<file path="src/rtl/alu_pkg.sv">
// ---------------------------------------------------------------------------
// alu_pkg
// Shared types for the multicycle ALU:
//   alu_op_e  - 4-bit ALU operation codes issued by ALU control
//   state_e   - states of the iterative MUL/DIV engine
//   CNT_W     - iteration counter width for the default 32-bit datapath
//   cntWidth  - counter width for an arbitrary datapath width
// Optional feature macro (consumed by the modules): ALU_HILO_EN
// ---------------------------------------------------------------------------
package alu_pkg;

  typedef enum logic [3:0] {
    OP_NOP = 4'b0000,
    OP_ADD = 4'b0001,
    OP_SUB = 4'b0010,
    OP_MUL = 4'b0011,
    OP_DIV = 4'b0100,
    OP_AND = 4'b0101,
    OP_OR  = 4'b0110,
    OP_NOR = 4'b0111,
    OP_SLT = 4'b1000,
    OP_XOR = 4'b1001
  } alu_op_e;

  typedef enum logic [1:0] {
    IDLE,
    MUL_RUN,
    DIV_RUN,
    FINISH
  } state_e;

  localparam int ALU_WIDTH = 32;
  localparam int CNT_W     = $clog2(ALU_WIDTH);

  // Counter width needed to count WIDTH-1 down to 0.
  function automatic int cntWidth(input int width);
    return $clog2(width);
  endfunction

endpackage

</file>
<file path="src/rtl/alu_muldiv_seq.sv">
// ---------------------------------------------------------------------------
// alu_muldiv_seq
// Iterative signed multiply / divide engine. Works on operand magnitudes,
// one shift-add (MUL) or restoring-subtract (DIV) step per cycle, and applies
// the sign fix-up combinationally while in FINISH so the parent can register
// the final values on the edge that leaves FINISH.
// Ports:
//   clk, rst_n      clock, asynchronous active-low reset
//   start           accepted MUL/DIV this cycle (only honoured in IDLE)
//   isDiv           1 = DIV, 0 = MUL (sampled with start)
//   a, b            signed operands (sampled with start)
//   busy            engine not idle (registered state decode)
//   finish          engine in FINISH; seqResult/seqHi/seqDbz are final
//   seqResult       signed product low half / signed quotient
//   seqHi           product high half / signed remainder (ALU_HILO_EN only)
//   seqDbz          division by zero detected
// Macro: ALU_HILO_EN builds the upper product half and exposes seqHi.
// ---------------------------------------------------------------------------
module alu_muldiv_seq
  import alu_pkg::*;
#(
  parameter int WIDTH = 32
) (
  input  logic             clk,
  input  logic             rst_n,
  input  logic             start,
  input  logic             isDiv,
  input  logic [WIDTH-1:0] a,
  input  logic [WIDTH-1:0] b,
  output logic             busy,
  output logic             finish,
  output logic [WIDTH-1:0] seqResult,
`ifdef ALU_HILO_EN
  output logic [WIDTH-1:0] seqHi,
`endif
  output logic             seqDbz
);

  localparam int CW = cntWidth(WIDTH);

  state_e           stateReg;
  logic [CW-1:0]    cntReg;
  // upperReg: product high half (HILO) / W-bit accumulator (no HILO) / remainder
  logic [WIDTH-1:0] upperReg;
  // shReg: multiplier shifting out (and product low half with HILO) / dividend-quotient
  logic [WIDTH-1:0] shReg;
  // operandReg: multiplicand or divisor magnitude
  logic [WIDTH-1:0] operandReg;
  logic             isDivReg;
  logic             negResReg;
  logic             dbzReg;
`ifdef ALU_HILO_EN
  logic             negHiReg;
`endif

  logic [WIDTH-1:0] absA, absB, addend;
  logic [WIDTH:0]   divShift, divTrial;
  logic             divFits;

  assign absA   = a[WIDTH-1] ? -a : a;
  assign absB   = b[WIDTH-1] ? -b : b;
  assign addend = shReg[0] ? operandReg : '0;

  // Restoring division: shift the next dividend bit into the partial remainder
  // and keep the subtraction only if it does not go negative.
  assign divShift = {upperReg, shReg[WIDTH-1]};
  assign divTrial = divShift - {1'b0, operandReg};
  assign divFits  = ~divTrial[WIDTH];

`ifdef ALU_HILO_EN
  logic [WIDTH:0]       mulSum;
  logic [2*WIDTH-1:0]   prodMag, prodSigned;
  assign mulSum     = {1'b0, upperReg} + {1'b0, addend};
  assign prodMag    = {upperReg, shReg};
  assign prodSigned = negResReg ? -prodMag : prodMag;
`endif

  always_ff @(posedge clk or negedge rst_n) begin
    if (!rst_n) begin
      stateReg   <= IDLE;
      cntReg     <= '0;
      upperReg   <= '0;
      shReg      <= '0;
      operandReg <= '0;
      isDivReg   <= 1'b0;
      negResReg  <= 1'b0;
      dbzReg     <= 1'b0;
`ifdef ALU_HILO_EN
      negHiReg   <= 1'b0;
`endif
    end else begin
      case (stateReg)
        IDLE: begin
          if (start) begin
            isDivReg  <= isDiv;
            negResReg <= a[WIDTH-1] ^ b[WIDTH-1];
`ifdef ALU_HILO_EN
            negHiReg  <= a[WIDTH-1];
`endif
            dbzReg    <= 1'b0;
            cntReg    <= CW'(WIDTH - 1);
            if (isDiv) begin
              if (b == '0) begin
                // No iterations: FINISH reports all ones and a as remainder.
                dbzReg   <= 1'b1;
                upperReg <= a;
                stateReg <= FINISH;
              end else begin
                upperReg   <= '0;
                shReg      <= absA;
                operandReg <= absB;
                stateReg   <= DIV_RUN;
              end
            end else begin
              upperReg   <= '0;
              shReg      <= absB;
              operandReg <= absA;
              stateReg   <= MUL_RUN;
            end
          end
        end
        MUL_RUN: begin
`ifdef ALU_HILO_EN
          // Right-shifting 2W-bit product: sum drops into the top half.
          upperReg <= mulSum[WIDTH:1];
          shReg    <= {mulSum[0], shReg[WIDTH-1:1]};
`else
          // W-bit accumulator: multiplicand moves left, multiplier moves right.
          upperReg   <= upperReg + addend;
          operandReg <= operandReg << 1;
          shReg      <= shReg >> 1;
`endif
          if (cntReg == '0) stateReg <= FINISH;
          else              cntReg   <= cntReg - CW'(1);
        end
        DIV_RUN: begin
          upperReg <= divFits ? divTrial[WIDTH-1:0] : divShift[WIDTH-1:0];
          shReg    <= {shReg[WIDTH-2:0], divFits};
          if (cntReg == '0) stateReg <= FINISH;
          else              cntReg   <= cntReg - CW'(1);
        end
        default: begin
          stateReg <= IDLE;
        end
      endcase
    end
  end

  assign busy   = (stateReg != IDLE);
  assign finish = (stateReg == FINISH);
  assign seqDbz = dbzReg;

  // Sign fix-up of the magnitude results.
  always_comb begin
    seqResult = '0;
`ifdef ALU_HILO_EN
    seqHi     = '0;
`endif
    if (dbzReg) begin
      seqResult = '1;
`ifdef ALU_HILO_EN
      seqHi     = upperReg;
`endif
    end else if (isDivReg) begin
      seqResult = negResReg ? -shReg : shReg;
`ifdef ALU_HILO_EN
      seqHi     = negHiReg ? -upperReg : upperReg;
`endif
    end else begin
`ifdef ALU_HILO_EN
      seqResult = prodSigned[WIDTH-1:0];
      seqHi     = prodSigned[2*WIDTH-1:WIDTH];
`else
      seqResult = negResReg ? -upperReg : upperReg;
`endif
    end
  end

endmodule

</file>
<file path="src/rtl/alu_multicycle.sv">
// ---------------------------------------------------------------------------
// alu_multicycle
// EX-stage ALU. Logic, ADD/SUB and SLT complete in one cycle; MUL and DIV are
// handed to the iterative engine and report WIDTH+1 cycles after acceptance.
// Ports:
//   clk, rst_n    clock, asynchronous active-low reset
//   op_valid      alu_op/a/b valid; accepted when op_valid && in_ready
//   in_ready      !busy
//   alu_op        4-bit operation code (see alu_pkg::alu_op_e)
//   a, b          two's complement operands
//   res_valid     one-cycle pulse when result/flags update
//   result        registered result, held between pulses
//   zero          result == 0
//   ovf           signed overflow for ADD/SUB
//   div_by_zero   DIV with b == 0
//   busy          MUL/DIV in progress
//   hi            product upper half / remainder (ALU_HILO_EN), else 0
// Macro: ALU_HILO_EN enables the hi register.
// ---------------------------------------------------------------------------
module alu_multicycle
  import alu_pkg::*;
#(
  parameter int WIDTH = 32
) (
  input  logic             clk,
  input  logic             rst_n,
  input  logic             op_valid,
  output logic             in_ready,
  input  logic [3:0]       alu_op,
  input  logic [WIDTH-1:0] a,
  input  logic [WIDTH-1:0] b,
  output logic             res_valid,
  output logic [WIDTH-1:0] result,
  output logic             zero,
  output logic             ovf,
  output logic             div_by_zero,
  output logic             busy,
  output logic [WIDTH-1:0] hi
);

  alu_op_e          opCode;
  logic             accept, isMulDiv, seqStart;
  logic             seqBusy, seqFinish, seqDbz;
  logic [WIDTH-1:0] seqResult;
  logic [WIDTH-1:0] sumAB, diffAB, aluRes;
  logic             aluOvf;

  logic [WIDTH-1:0] resultReg;
  logic             zeroReg, ovfReg, dbzReg, resValidReg;

  assign opCode   = alu_op_e'(alu_op);
  assign in_ready = ~seqBusy;
  assign busy     = seqBusy;
  assign accept   = op_valid & in_ready;
  assign isMulDiv = (opCode == OP_MUL) || (opCode == OP_DIV);
  assign seqStart = accept & isMulDiv;

`ifdef ALU_HILO_EN
  logic [WIDTH-1:0] seqHi;
  logic [WIDTH-1:0] hiReg;
`endif

  alu_muldiv_seq #(.WIDTH(WIDTH)) uSeq (
    .clk       (clk),
    .rst_n     (rst_n),
    .start     (seqStart),
    .isDiv     (opCode == OP_DIV),
    .a         (a),
    .b         (b),
    .busy      (seqBusy),
    .finish    (seqFinish),
    .seqResult (seqResult),
`ifdef ALU_HILO_EN
    .seqHi     (seqHi),
`endif
    .seqDbz    (seqDbz)
  );

  assign sumAB  = a + b;
  assign diffAB = a - b;

  // Single-cycle datapath; undefined codes and MUL/DIV fall to zero here.
  always_comb begin
    aluRes = '0;
    aluOvf = 1'b0;
    case (opCode)
      OP_ADD: begin
        aluRes = sumAB;
        aluOvf = (a[WIDTH-1] == b[WIDTH-1]) && (sumAB[WIDTH-1] != a[WIDTH-1]);
      end
      OP_SUB: begin
        // Subtraction adds ~b+1, so overflow needs a and b of opposite sign.
        aluRes = diffAB;
        aluOvf = (a[WIDTH-1] != b[WIDTH-1]) && (diffAB[WIDTH-1] != a[WIDTH-1]);
      end
      OP_AND:  aluRes = a & b;
      OP_OR:   aluRes = a | b;
      OP_NOR:  aluRes = ~(a | b);
      OP_XOR:  aluRes = a ^ b;
      OP_SLT:  aluRes = {{(WIDTH-1){1'b0}}, ($signed(a) < $signed(b))};
      default: aluRes = '0;
    endcase
  end

  always_ff @(posedge clk or negedge rst_n) begin
    if (!rst_n) begin
      resultReg   <= '0;
      zeroReg     <= 1'b0;
      ovfReg      <= 1'b0;
      dbzReg      <= 1'b0;
      resValidReg <= 1'b0;
`ifdef ALU_HILO_EN
      hiReg       <= '0;
`endif
    end else begin
      resValidReg <= 1'b0;
      if (seqFinish) begin
        resultReg   <= seqResult;
        zeroReg     <= (seqResult == '0);
        ovfReg      <= 1'b0;
        dbzReg      <= seqDbz;
        resValidReg <= 1'b1;
`ifdef ALU_HILO_EN
        hiReg       <= seqHi;
`endif
      end else if (accept && !isMulDiv) begin
        resultReg   <= aluRes;
        zeroReg     <= (aluRes == '0);
        ovfReg      <= aluOvf;
        dbzReg      <= 1'b0;
        resValidReg <= 1'b1;
      end
    end
  end

  assign result      = resultReg;
  assign zero        = zeroReg;
  assign ovf         = ovfReg;
  assign div_by_zero = dbzReg;
  assign res_valid   = resValidReg;
`ifdef ALU_HILO_EN
  assign hi = hiReg;
`else
  assign hi = '0;
`endif

endmodule

</file>
<file path="config.mk">
export PLATFORM = sky130hd
export DESIGN_NAME = alu_multicycle
export DESIGN_NICKNAME = d
export VERILOG_FILES = /design/src/rtl/alu_pkg.sv /design/src/rtl/alu_muldiv_seq.sv /design/src/rtl/alu_multicycle.sv
export SDC_FILE = /design/constraint.sdc
export NUM_CORES = 1
export LEC_CHECK = 0
export CAP_MARGIN = 25
export CORE_MARGIN = 1.5
export CORE_UTILIZATION = 56
export DETAILED_ROUTE_END_ITERATION = 16
export PLACE_DENSITY = 0.87
export SETUP_SLACK_MARGIN = 0.3
export SLEW_MARGIN = 10
export SYNTH_ARGS = -nofsm -noshare
export SYNTH_HDL_FRONTEND = slang
export SYNTH_HIERARCHICAL = 1
export SYNTH_SLANG_ARGS = --single-unit
</file>
<file path="constraint.sdc">
create_clock -name clk -period 3.6 [get_ports clk]
set_input_delay 0.54 -clock clk [delete_from_list [all_inputs] [get_ports clk]]
set_output_delay 0.54 -clock clk [all_outputs]
set_load 0.01 [all_outputs]
</file>
==> run metrics, run 1 <==
Synth Register Bits 142; clk root buf clkbuf_16; Synth Flop Type dfrtp_1; YS warnings 6; gr ovfl total 75; Mean Syn Cell Area 7.35 um^2; asr flop ratio synth 100%; simple-gate area share of the yosys netlist 21.0%; Post-Synth XOR/XNOR Area 7.43%; mux contribution to synthesized area 3.38%; compound-gate portion of the synthesized area 32.2%; Run Error [ERROR GRT-0232] Routing congestion too high. Check the congestion heatmap in the GUI.; top cells by area, synth dfrtp_1 (17%), ha_1 (11%), nand2_1 (5.4%); Cells after Synth 2857; PortBufs 108; # IOs 141; cell taking the most area after synthesis dfrtp_1; die width 197 um; Sink Count 142; status stopped before the end; gr usage total 68.0%; largest family of logic cells by synthesized area compound AO/OA/AOI/OAI gates; Placed Area 26700 um^2; depth of the CTS H-tree 4; Mapped Area 21000 um^2; Fail Step 5_1_grt; Setup WS pre-CTS -0.887 ns; # hold bufs at CTS 0; Seq/Total Area, Yosys 16.9%; post-synth cell types 112; dpl hpwl 72.3 mm; Num CTS Buffers 17; Initial Util 57.1%; adder-cell share of the synthesized area 11.5%; gp weighted congestion 1.08; worst_ep grt zero$_DFFE_PN0P_/D; Die Span Y 197 um; standard-cell rows 70; worst ep type register input; most numerous cell in the Yosys netlist nand2_1; number of synthesized flops with an enable pin 0; largest net degree at the start of global routing 76; area share of the largest cell type after synthesis 16.9%; Synth top cells by count nand2_1 (304), nor2_1 (254), a21oi_1 (209); Longest Clk Path Bufs 2
[per-layer routing]
| layer | overflow | GRT usage, % |
|---|---|---|
| met4 | 33 | 62.7 |
| met2 | 41 | 88.0 |
| met5 | 0 | 23.1 |
| met3 | 0 | 47.9 |
| met1 | 1 | 70.1 |
[what timing repair did]
item                                   CTS
resized for setup                      251
setup endpoints to repair              118
buffers inserted                        44
endpoints found under the hold margin    0
pin swaps                               94
gates cloned                             5
[cells by family after synthesis]
family          count (synthesis)
flops                         142
simple gates                  911
buf+inv                       372
other cells                     1
fa+ha+maj                     190
mux                            69
compound gates                994
xor+xnor                      178
[per-stage QoR]
step | cells | setup TNS, ns
2_1_floorplan | 2888 | -0.107
3_3_place_gp | 3875 | -55.58
3_5_place_dp | 3875 | -62.78
4_1_cts | 3956 | -0.982
==> inputs of run 2 (changes only) <==
CORE_UTILIZATION = 40   (was 56)
PLACE_DENSITY = unset   (was 0.87)
PLACE_DENSITY_LB_ADDON = 0.15   (was unset)
SETUP_SLACK_MARGIN = unset   (was 0.3)
clock period = 4.7 ns   (was 3.6 ns; I/O delays follow)
==> run 2 against run 1 <==
  * The flow now finishes without violations
  * Area after synthesis did not move
  * Synthesized cell count did not move
==> run metrics, run 2 <==
Max VDD drop 0.404 mV; cell area power density 576 nW/um^2; layout cell share with drive strength beyond 1 11.9%; Sw Ratio 54.0%; gp weighted congestion 0.980 (was 1.08); final std cells w/o fill 3743; post-detailed-route count of antenna-violating nets 0; CTS tree done; die width 232 um (was 197 um); Gate power share 71.1%; max frequency 0.220 GHz; fin util 47.8%; standard-cell rows 83 (was 70); Skew-Pair Late Insertion Delay 0.45 ns; depth of the CTS H-tree 4 (unchanged); Core Box Area 51600 um^2; post-CTS setup buffer count 0 (was 44); Crit path arrival time 4.94 ns; clk root buf clkbuf_16 (unchanged); Maximum Capacitance Violations 0; Inst Count DP 3708 (was 3875); period utilization 96.7%; Slew Viols, Final 0; power share of the sequential group 19.5%; Synth Register Bits 142 (unchanged); Overall Power 0.0142 W; cell taking the most area after synthesis dfrtp_1 (unchanged); critical path, cell by cell inv_1 > ha_1 > nor4b_4 > nand4_1 > or2_1 > or4_4 > or4_1 > or4_1 > or2_4 > o21ai_2 > xor2_1 > a22oi_1 > nor4_1 > nand4_1 > nor3_2 > a221o_1; Critical Path End Type flip-flop; largest family of logic cells by synthesized area compound AO/OA/AOI/OAI gates (unchanged); clock power share 9.4%; PortBufs 108 (unchanged); # hold bufs at CTS 0 (unchanged); initial antenna violation count 2; Synth top cells by count nand2_1 (304), nor2_1 (254), a21oi_1 (209) (unchanged); crit path max fanout 5; worst hold-check path type input pin to async pin; DIE AREA 53800 um^2; top cells by area, synth dfrtp_1 (17%), ha_1 (11%), nand2_1 (5.4%) (unchanged); Num CTS Buffers 17 (unchanged); Pleak 10.7 nW; GRT Max-Usage Layer met2; R2R cell count 16; gr ovfl total 0; register clock-pin slew on the reported worst setup and hold paths 0.07 ns; first-pass GRT wire length 137 mm; Setup-failing EPs final 0; Mapped Area 21000 um^2 (unchanged); Tmin final 4.55 ns; WL final 90.9 mm; commonest non-fill, non-tap cell in the layout nand2_1; slowest CP cell or4_1; mux contribution to synthesized area 3.38% (unchanged); DRC 0; asr flop ratio synth 100% (unchanged); met1 usage 44.8%; Global Route met3 Usage 4.69%; worst r2r dst zero; Placed Area 24100 um^2 (was 26700 um^2); sw power 0.00767 W; Synth Flop Type dfrtp_1 (unchanged); vias in the first global route 22100; most numerous cell in the Yosys netlist nand2_1 (unchanged); largest net degree at the start of global routing 80; number of synthesized flops with an enable pin 0 (unchanged); Longest Clk Path Bufs 2 (unchanged); Initial Util 40.7% (was 57.1%); post-synth cell types 112 (unchanged); DR WL/cell 24.3 um; Final nets 3309; leading cell types in the layout, fill and taps excluded nand2_1 (304), nor2_1 (251), buf_4 (241); drt pass-1 iters 9; R2R Setup Slk 0.15 ns; Pint 0.00655 W; Area Growth Syn to Fin 17.6%; adder-cell share of the synthesized area 11.5% (unchanged); via count 23200; GR Util met2 54.1%; gr usage total 33.3%; Cells after Synth 2857 (unchanged); Die Span Y 232 um (was 197 um); Mean Syn Cell Area 7.35 um^2 (unchanged); Crit Path Class flip-flop to flip-flop; initial DRC count 2424; r2r startpoint uSeq/upperReg[0]; Tightest Pin Transition 1.24 ns; Seq/Total Area, Yosys 16.9% (unchanged); YS warnings 6 (unchanged); Post-Synth XOR/XNOR Area 7.43% (unchanged); final hold vios 0; status finished clean (was stopped before the end); Slew Limit Headroom 16.4%; crit path launch type flip-flop; simple-gate area share of the yosys netlist 21.0% (unchanged); via density per instance 6.21; compound-gate portion of the synthesized area 32.2% (unchanged); post-route cell area 24700 um^2; Worst path max stage delay 0.45 ns; clock skew 0.0122 ns; # IOs 141 (unchanged); Sink Count 142 (unchanged); final setup TNS 0 ns; dpl hpwl 73.6 mm (was 72.3 mm); CP Data Required Time 5.09 ns; area share of the largest cell type after synthesis 16.9% (unchanged)
==> run 2: kinds of logic after synthesis <==
family          Yosys count
xor+xnor                178
fa+ha+maj               190
simple gates            911
other cells               1
buf+inv                 372
mux                      69
flops                   142
compound gates          994
==> run 2: per-layer routing <==
metal | routed length, um | vias up
met5 | 0 | -
met4 | 3180 | 0
met3 | 6360 | 127
met2 | 41500 | 978
met1 | 39900 | 11300
li1 | - | 10800
==> run 2: worst max path at each step <==
stage                     start   end  slack (ns)  depth (start not counted)
6_report       uSeq/upperReg[0]  zero        0.15                         16
5_1_grt        uSeq/upperReg[0]  zero       -0.04                         16
2_1_floorplan  uSeq/upperReg[0]  zero        0.82                         16
4_1_cts        uSeq/upperReg[0]  zero        0.21                         16
3_5_place_dp               a[0]  zero       -0.04                         18
3_3_place_gp               a[0]  zero       -0.02                         18
==> run 2: critical path: cells and delay by family, from the launching register on <==
kind                       cells  cell delay, ns
and+or+nand+nor               10            3.14
DFF                            1            0.44
AOI/OAI and AO/OA              3            0.38
xor gates and xnor gates       1            0.22
adders and majority gates      1            0.20
buffers and inverters          1            0.10
==> run 2: cell type report <==
type                            instances  area [um^2]
Fill cell                            5223        26900
Multi-Input combinational cell       2374        16100
Sequential cell                       142         3560
Timing Repair Buffer                  359         3080
Tap cell                              680          851
Inverter                              154          578
Clock buffer                           17          425
Clock inverter                         15          125
Antenna cell                            2         5.00
==> run 2: power groups by stage <==
| stage | sequential (W) | combinational, W | clock [W] |
|---|---|---|---|
| floorplan | 0.00238 | 0.00687 | 0 |
| global placement | 0.00274 | 0.00976 | 0 |
| detailed placement | 0.00275 | 0.00992 | 0 |
| CTS | 0.00273 | 0.00997 | 0.00136 |
| global route | 0.00285 | 0.0110 | 0.00141 |
| finish | 0.00277 | 0.0101 | 0.00134 |
==> run 2: repair_timing <==
item                                    in CTS  in global routing
endpoints found under the setup margin       0                  1
hold endpoints to repair                     0                  0
gates resized for setup                      0                  1
==> run 2: through the flow <==
| stage | worst slack, ns | hold slack (ns) |
|---|---|---|
| 6_report | 0.153 | 0.304 |
| 5_1_grt | -0.0448 | 0.371 |
| 4_1_cts | 0.215 | 0.339 |
| 3_5_place_dp | -0.0439 | 0.513 |
| 3_3_place_gp | -0.0240 | 0.501 |
| 2_1_floorplan | 0.816 | 0.409 |
Power figures use the tool's default switching activity.
